===== src/rtl/prco_sequencer.sv =====
// prco_sequencer: central pipeline sequencer for the prco core.
//
// A single state machine steps each instruction through the pipeline:
// FETCH, DECODE, REGRD, EXEC, RES, optionally MEM, then WB. It owns the
// program counter and arbitrates the single lmem port between instruction
// fetch (address = PC) and load/store (address = captured ALU result).
// It also supports debug single-stepping (HOLD state) and UART back-pressure
// (WB stretches while the TX FIFO is full).
//
// Parameters:
//   MEM_LAT  - lmem read latency in cycles (1..4)
//   RESET_PC - program counter value after reset
//
// Ports:
//   i_clk, i_reset_n          clock, asynchronous active-low reset
//   i_en, i_mode, i_step      run enable, debug mode, step request
//   i_dec_*                   decoded instruction attributes
//   i_alu_branch/result       branch-taken flag, target / effective address
//   i_uart_full               UART TX FIFO full
//   q_pc, q_mem_addr, q_mem_we            PC and lmem port
//   q_ce_dec/reg/alu                      stage enables (one-cycle pulses)
//   q_reg_we, q_reg_src_mem               register write-back control
//   q_uart_transmit, q_instr_done         retire-time strobes
//   q_state                               current state, for debug
module prco_sequencer #(
    parameter int          MEM_LAT  = 1,
    parameter logic [15:0] RESET_PC = 16'h0000
) (
    input  logic        i_clk,
    input  logic        i_reset_n,
    input  logic        i_en,
    input  logic        i_mode,
    input  logic        i_step,
    input  logic        i_dec_req_ram,
    input  logic        i_dec_ram_we,
    input  logic        i_dec_reg_we,
    input  logic        i_dec_uart_tx,
    input  logic        i_alu_branch,
    input  logic [15:0] i_alu_result,
    input  logic        i_uart_full,
    output logic [15:0] q_pc,
    output logic [15:0] q_mem_addr,
    output logic        q_mem_we,
    output logic        q_ce_dec,
    output logic        q_ce_reg,
    output logic        q_ce_alu,
    output logic        q_reg_we,
    output logic        q_reg_src_mem,
    output logic        q_uart_transmit,
    output logic        q_instr_done,
    output logic [3:0]  q_state
);

    localparam logic [3:0] ST_IDLE   = 4'd0;
    localparam logic [3:0] ST_FETCH  = 4'd1;
    localparam logic [3:0] ST_DECODE = 4'd2;
    localparam logic [3:0] ST_REGRD  = 4'd3;
    localparam logic [3:0] ST_EXEC   = 4'd4;
    localparam logic [3:0] ST_RES    = 4'd5;
    localparam logic [3:0] ST_MEM    = 4'd6;
    localparam logic [3:0] ST_WB     = 4'd7;
    localparam logic [3:0] ST_HOLD   = 4'd8;

    // Last count value of a MEM_LAT-cycle wait in FETCH or MEM.
    localparam logic [1:0] LAT_LAST = 2'(MEM_LAT - 1);

    logic [3:0]  state_r;
    logic [3:0]  state_next_s;
    logic [1:0]  lat_cnt_r;
    logic [1:0]  lat_cnt_next_s;
    logic        lat_done_s;
    logic [15:0] pc_r;
    logic [15:0] pc_next_s;
    logic [15:0] res_r;
    logic        br_r;
    logic [15:0] mem_addr_r;
    logic [15:0] mem_addr_next_s;
    logic        flag_req_ram_r;
    logic        flag_ram_we_r;
    logic        flag_reg_we_r;
    logic        flag_uart_tx_r;
    logic        step_d_r;
    logic        step_rise_s;
    logic        stall_s;
    logic        wb_exit_s;
    logic        ce_dec_r;
    logic        ce_reg_r;
    logic        ce_alu_r;
    logic        mem_we_r;
    logic        reg_src_mem_r;

    assign lat_done_s  = (lat_cnt_r == LAT_LAST);
    assign step_rise_s = i_step & ~step_d_r;
    // WB stretches while a UART push is pending against a full FIFO.
    assign stall_s     = (state_r == ST_WB) & flag_uart_tx_r & i_uart_full;
    assign wb_exit_s   = (state_r == ST_WB) & ~stall_s;

    // Next-state decode of the sequencer FSM.
    always_comb begin
        state_next_s = state_r;
        case (state_r)
            ST_IDLE:   state_next_s = i_en ? ST_FETCH : ST_IDLE;
            ST_FETCH:  state_next_s = lat_done_s ? ST_DECODE : ST_FETCH;
            ST_DECODE: state_next_s = ST_REGRD;
            ST_REGRD:  state_next_s = ST_EXEC;
            ST_EXEC:   state_next_s = ST_RES;
            ST_RES:    state_next_s = flag_req_ram_r ? ST_MEM : ST_WB;
            ST_MEM:    state_next_s = lat_done_s ? ST_WB : ST_MEM;
            ST_WB: begin
                if (stall_s) begin
                    state_next_s = ST_WB;
                end else if (i_mode) begin
                    state_next_s = ST_HOLD;
                end else if (i_en) begin
                    state_next_s = ST_FETCH;
                end else begin
                    state_next_s = ST_IDLE;
                end
            end
            ST_HOLD: begin
                // Dropping i_en wins over a simultaneous step or mode change.
                if (!i_en) begin
                    state_next_s = ST_IDLE;
                end else if (step_rise_s || !i_mode) begin
                    state_next_s = ST_FETCH;
                end else begin
                    state_next_s = ST_HOLD;
                end
            end
            default:   state_next_s = ST_IDLE;
        endcase
    end

    // Latency counter for the FETCH and MEM waits; zero on entry to either.
    always_comb begin
        lat_cnt_next_s = 2'd0;
        if ((state_r == ST_FETCH || state_r == ST_MEM) && !lat_done_s) begin
            lat_cnt_next_s = lat_cnt_r + 2'd1;
        end else begin
            lat_cnt_next_s = 2'd0;
        end
    end

    // PC and lmem address for the next cycle.
    always_comb begin
        pc_next_s       = pc_r;
        mem_addr_next_s = pc_r;
        if (wb_exit_s) begin
            pc_next_s = br_r ? res_r : (pc_r + 16'd1);
        end else begin
            pc_next_s = pc_r;
        end
        // Entering MEM from RES uses the ALU result being captured this edge.
        if (state_next_s == ST_MEM) begin
            mem_addr_next_s = (state_r == ST_RES) ? i_alu_result : res_r;
        end else begin
            mem_addr_next_s = pc_next_s;
        end
    end

    // State, datapath captures and registered strobes.
    always_ff @(posedge i_clk or negedge i_reset_n) begin
        if (!i_reset_n) begin
            state_r        <= ST_IDLE;
            lat_cnt_r      <= 2'd0;
            pc_r           <= RESET_PC;
            mem_addr_r     <= RESET_PC;
            res_r          <= 16'h0000;
            br_r           <= 1'b0;
            flag_req_ram_r <= 1'b0;
            flag_ram_we_r  <= 1'b0;
            flag_reg_we_r  <= 1'b0;
            flag_uart_tx_r <= 1'b0;
            step_d_r       <= 1'b0;
            ce_dec_r       <= 1'b0;
            ce_reg_r       <= 1'b0;
            ce_alu_r       <= 1'b0;
            mem_we_r       <= 1'b0;
            reg_src_mem_r  <= 1'b0;
        end else begin
            state_r    <= state_next_s;
            lat_cnt_r  <= lat_cnt_next_s;
            pc_r       <= pc_next_s;
            mem_addr_r <= mem_addr_next_s;
            step_d_r   <= i_step;
            if (state_r == ST_REGRD) begin
                flag_req_ram_r <= i_dec_req_ram;
                flag_ram_we_r  <= i_dec_ram_we;
                flag_reg_we_r  <= i_dec_reg_we;
                flag_uart_tx_r <= i_dec_uart_tx;
            end
            if (state_r == ST_RES) begin
                res_r <= i_alu_result;
                br_r  <= i_alu_branch;
            end
            ce_dec_r      <= (state_next_s == ST_DECODE);
            ce_reg_r      <= (state_next_s == ST_REGRD);
            ce_alu_r      <= (state_next_s == ST_EXEC);
            // MEM is only entered from RES, so this marks its first cycle.
            mem_we_r      <= (state_r == ST_RES) & flag_req_ram_r & flag_ram_we_r;
            reg_src_mem_r <= (state_next_s == ST_WB) & flag_req_ram_r & ~flag_ram_we_r;
        end
    end

    assign q_pc            = pc_r;
    assign q_mem_addr      = mem_addr_r;
    assign q_mem_we        = mem_we_r;
    assign q_ce_dec        = ce_dec_r;
    assign q_ce_reg        = ce_reg_r;
    assign q_ce_alu        = ce_alu_r;
    assign q_reg_src_mem   = reg_src_mem_r;
    assign q_state         = state_r;
    // Retire strobes follow the live FIFO-full input so a stalled WB shows none.
    assign q_reg_we        = wb_exit_s & flag_reg_we_r;
    assign q_uart_transmit = wb_exit_s & flag_uart_tx_r;
    assign q_instr_done    = wb_exit_s;

endmodule


===== config.mk =====
export PLATFORM = sky130hd
export DESIGN_NAME = prco_sequencer
export DESIGN_NICKNAME = d
export VERILOG_FILES = /design/src/rtl/prco_sequencer.sv
export SDC_FILE = /design/constraint.sdc
export NUM_CORES = 1
export LEC_CHECK = 0
export BUFFER_PORTS_ARGS = -buffer_cell sky130_fd_sc_hd__buf_2
export CORE_MARGIN = 5
export CORE_UTILIZATION = 35
export CTS_BUF_LIST = sky130_fd_sc_hd__clkbuf_4 sky130_fd_sc_hd__clkbuf_8
export DETAILED_ROUTE_END_ITERATION = 6
export HOLD_SLACK_MARGIN = 0.1
export PLACE_DENSITY_LB_ADDON = 0.05
export SYNTH_ARGS = -nofsm -noshare
export SYNTH_HDL_FRONTEND = slang
export SYNTH_SLANG_ARGS = --single-unit

===== constraint.sdc =====
create_clock -name i_clk -period 5 [get_ports i_clk]
set_clock_uncertainty 0.2 [all_clocks]
set_input_delay 0.25 -clock i_clk [delete_from_list [all_inputs] [get_ports i_clk]]
set_output_delay 0.25 -clock i_clk [all_outputs]
set_load 0.01 [all_outputs]

==> flow_metrics.tcl <==
set metrics [dict create \
    rrSetupSlack_ps 2210 \
    worstMarginPinSlew_ps 1030 \
    die_h_um 107 \
    drt_iter0_drc 159 \
    drc 0 \
    worstHoldStart "i_en" \
    leakage_nw 1.78 \
    hp-class "input port to register" \
    ant_nets 0 \
    crit_type "register to primary output" \
    setup_tns_ps 0 \
    antenna_cells 0 \
    grt_pass1_vias 2745 \
    cts_sinks 65 \
    synth.area.top_cells "dfrtp_1 50%, mux2_2 7.2%, nand2_1 2.9%" \
    die-area_sq_mm 0.0114 \
    netlist_area_sq_mm 0.00327 \
    portBuffers 70 \
    cts_tree "yes" \
    grt_max_degree 66 \
    wl_per_cell_um 18.2 \
    ios 71 \
    netlist_top_cells_count "65 x dfrtp_1, 25 x nand2_1, 25 x nor2_1, 21 x mux2_2, 15 x a21oi_1" \
    insertion_delay_ps 340 \
    critPathSlowestCell "dfrtp_1" \
    period_minus_slack_ps 2930 \
    cts.clk_slew.worst_paths_ps 70 \
    synth_nets 339 \
    grt_usage_pct 16.7 \
    core_sq_mm 0.00920 \
    critPathMaxStageDelay_ps 700 \
    place_congestion 0.800 \
    num_vias 2740 \
    rsz0062_at_grt "false" \
    relSlewSlack_pct 30.6 \
    htree_levels 3 \
    grt.met3_usage_pct 3.07 \
    yosysSeqAreaShare_pct 49.7 \
    vdd_drop_max_uv 242 \
    start_util_pct 35.6 \
    rr_endpoint "q_mem_addr[14]$_DFF_PN0_" \
    outcome "finished, final reports clean" \
    final_cells 513 \
    regToRegStartpoint "q_state[2]$_DFF_PN0_" \
    top_usage_layer "met2" \
    crit_fanout 18 \
    ff2ff_path_depth 5 \
    cts_buffer_depth 2 \
    ys_types 56 \
    cts_root_buf "clkbuf_8" \
    yosys.area.top_type "dfrtp_1" \
    dp_cells 473 \
    nets 426 \
    grt-ovfl-total 0 \
    required_ps 4550 \
    use_met1_pct 23.5 \
    syn-instance-count 310 \
    drv_cap 0 \
    dr.pass1.iters 4 \
    synth.most_common_cell "dfrtp_1" \
    min_to "q_state[3]$_DFF_PN0_" \
    utilization_pct 45.1 \
    syn_area_per_cell_sq_um 10.6 \
    grt_pass1_wl_um 14800 \
    ys_ff_latch 65 \
    yosysTopAreaCellShare_pct 49.7 \
    routed_wl_um 9340 \
    grtUsageMet2_pct 26.1 \
    cp-end-kind "primary output" \
    vias_per_cell 5.34 \
    period_share_pct 58.6 \
    cts_buffers 9 \
    cp.arrival_ps 2480 \
    start_kind "register" \
    power-per-cell-area_mw_per_mm2 677 \
    setup_violations 0 \
    drive_above_1_share_pct 30.3 \
    cp_cell_sequence "and4b_1 -> nand2_1 -> inv_2 -> buf_2" \
    antenna_found_initial 0 \
    async_flop_share_pct 100 \
    fmax_mhz 341 \
    drv_slew 0 \
    finalHoldViolations 0 \
    dp_hpwl_um 6380 \
    cts_resized 0 \
    rows 35 \
    ys.flop_type "dfrtp_1" \
    die_x_um 107 \
    synth-warning-count 0 \
    whs_path_depth 4 \
    synth-edff-count 0 \
    syn2layout_area_growth_pct 26.9 \
]
critical path: cells and delay by family (launching register included):
kind / cells / cell delay, ps
DFF: 1 / 700
buffers and inverters: 2 / 620
and+or+nand+nor: 2 / 820
cells by family (layout without fill, tap and decap cells):
| kind of cell | Yosys count | after routing | synth area share, % |
|---|---|---|---|
| buf+inv | 29 | 121 | 4.51 |
| mux | 24 | 24 | 8.45 |
| flops | 65 | 65 | 49.7 |
| simple gates | 123 | 123 | 21.7 |
| compound gates | 67 | 67 | 14.8 |
| fa+ha+maj | 2 | 2 | 0.765 |
final cells by class:
type	count	area [sq um]
Clock buffer	11	145
Sequential cell	65	1630
Inverter	9	33.8
Timing Repair Buffer	96	606
Tap cell	111	139
Multi-Input combinational cell	216	1500
Fill cell	897	5050
Clock inverter	5	103
routing by layer:
metal | up-vias | share of wire, %
met4 | 0 | 1.1
met2 | 70 | 46
met1 | 1318 | 48
met5 | - | 0
met3 | 8 | 4.9
li1 | 1344 | -
through the flow:
step	hold WS (ps)	setup WS, ps	instance area [sq um]	power (mW)
floorplan	-246	2980	3270	1.85
global placement	171	2360	3660	2.26
detailed placement	176	2240	3660	2.27
CTS	132	2040	4150	2.84
global route	151	1900	4150	3.02
finish	145	2070	4150	2.81
report_power, final:
part	total (mW)	internal (mW)	switching, mW	leakage (nW)
Clock	0.554	0.350	0.204	0.123
Combinational	1.27	0.522	0.753	0.883
Sequential	0.980	0.758	0.222	0.771
cell usage in the layout (no fill, tap or decap), types with 4 or more instances in the layout:
cell / instances
a31oi_1: 7
nand4_1: 13
clkbuf_8: 10
nor2b_1: 4
nor2_1: 25
nand2b_1: 6
o41ai_1: 5
dfrtp_1: 65
buf_2: 70
o21ai_0: 9
and3_1: 5
o31ai_1: 10
inv_1: 8
nor4_1: 7
nand3_1: 6
a21oi_1: 15
mux2_2: 21
dlygate4sd3_1: 24
nand2_1: 25
or4_1: 4
nor3b_1: 4
how the worst max path moves through the flow:
stage	from	end	slack (ps)
global route	q_state[2]$_DFF_PN0_	q_instr_done	1900
global placement	q_state[2]$_DFF_PN0_	q_mem_addr[13]$_DFF_PN0_	2360
finish	q_state[2]$_DFF_PN0_	q_instr_done	2070
floorplan	lat_cnt_r[0]$_DFF_PN0_	q_mem_addr[2]$_DFF_PN0_	2980
CTS	q_state[2]$_DFF_PN0_	q_instr_done	2040
detailed placement	q_state[2]$_DFF_PN0_	q_mem_addr[14]$_DFF_PN0_	2240
timing repair:
| action | CTS | global route |
|---|---|---|
| endpoints found under the hold margin | 89 | 0 |
| setup buffers | 0 | 0 |
| hold buffers | 24 | 0 |
(Power assumes the default switching activity.)
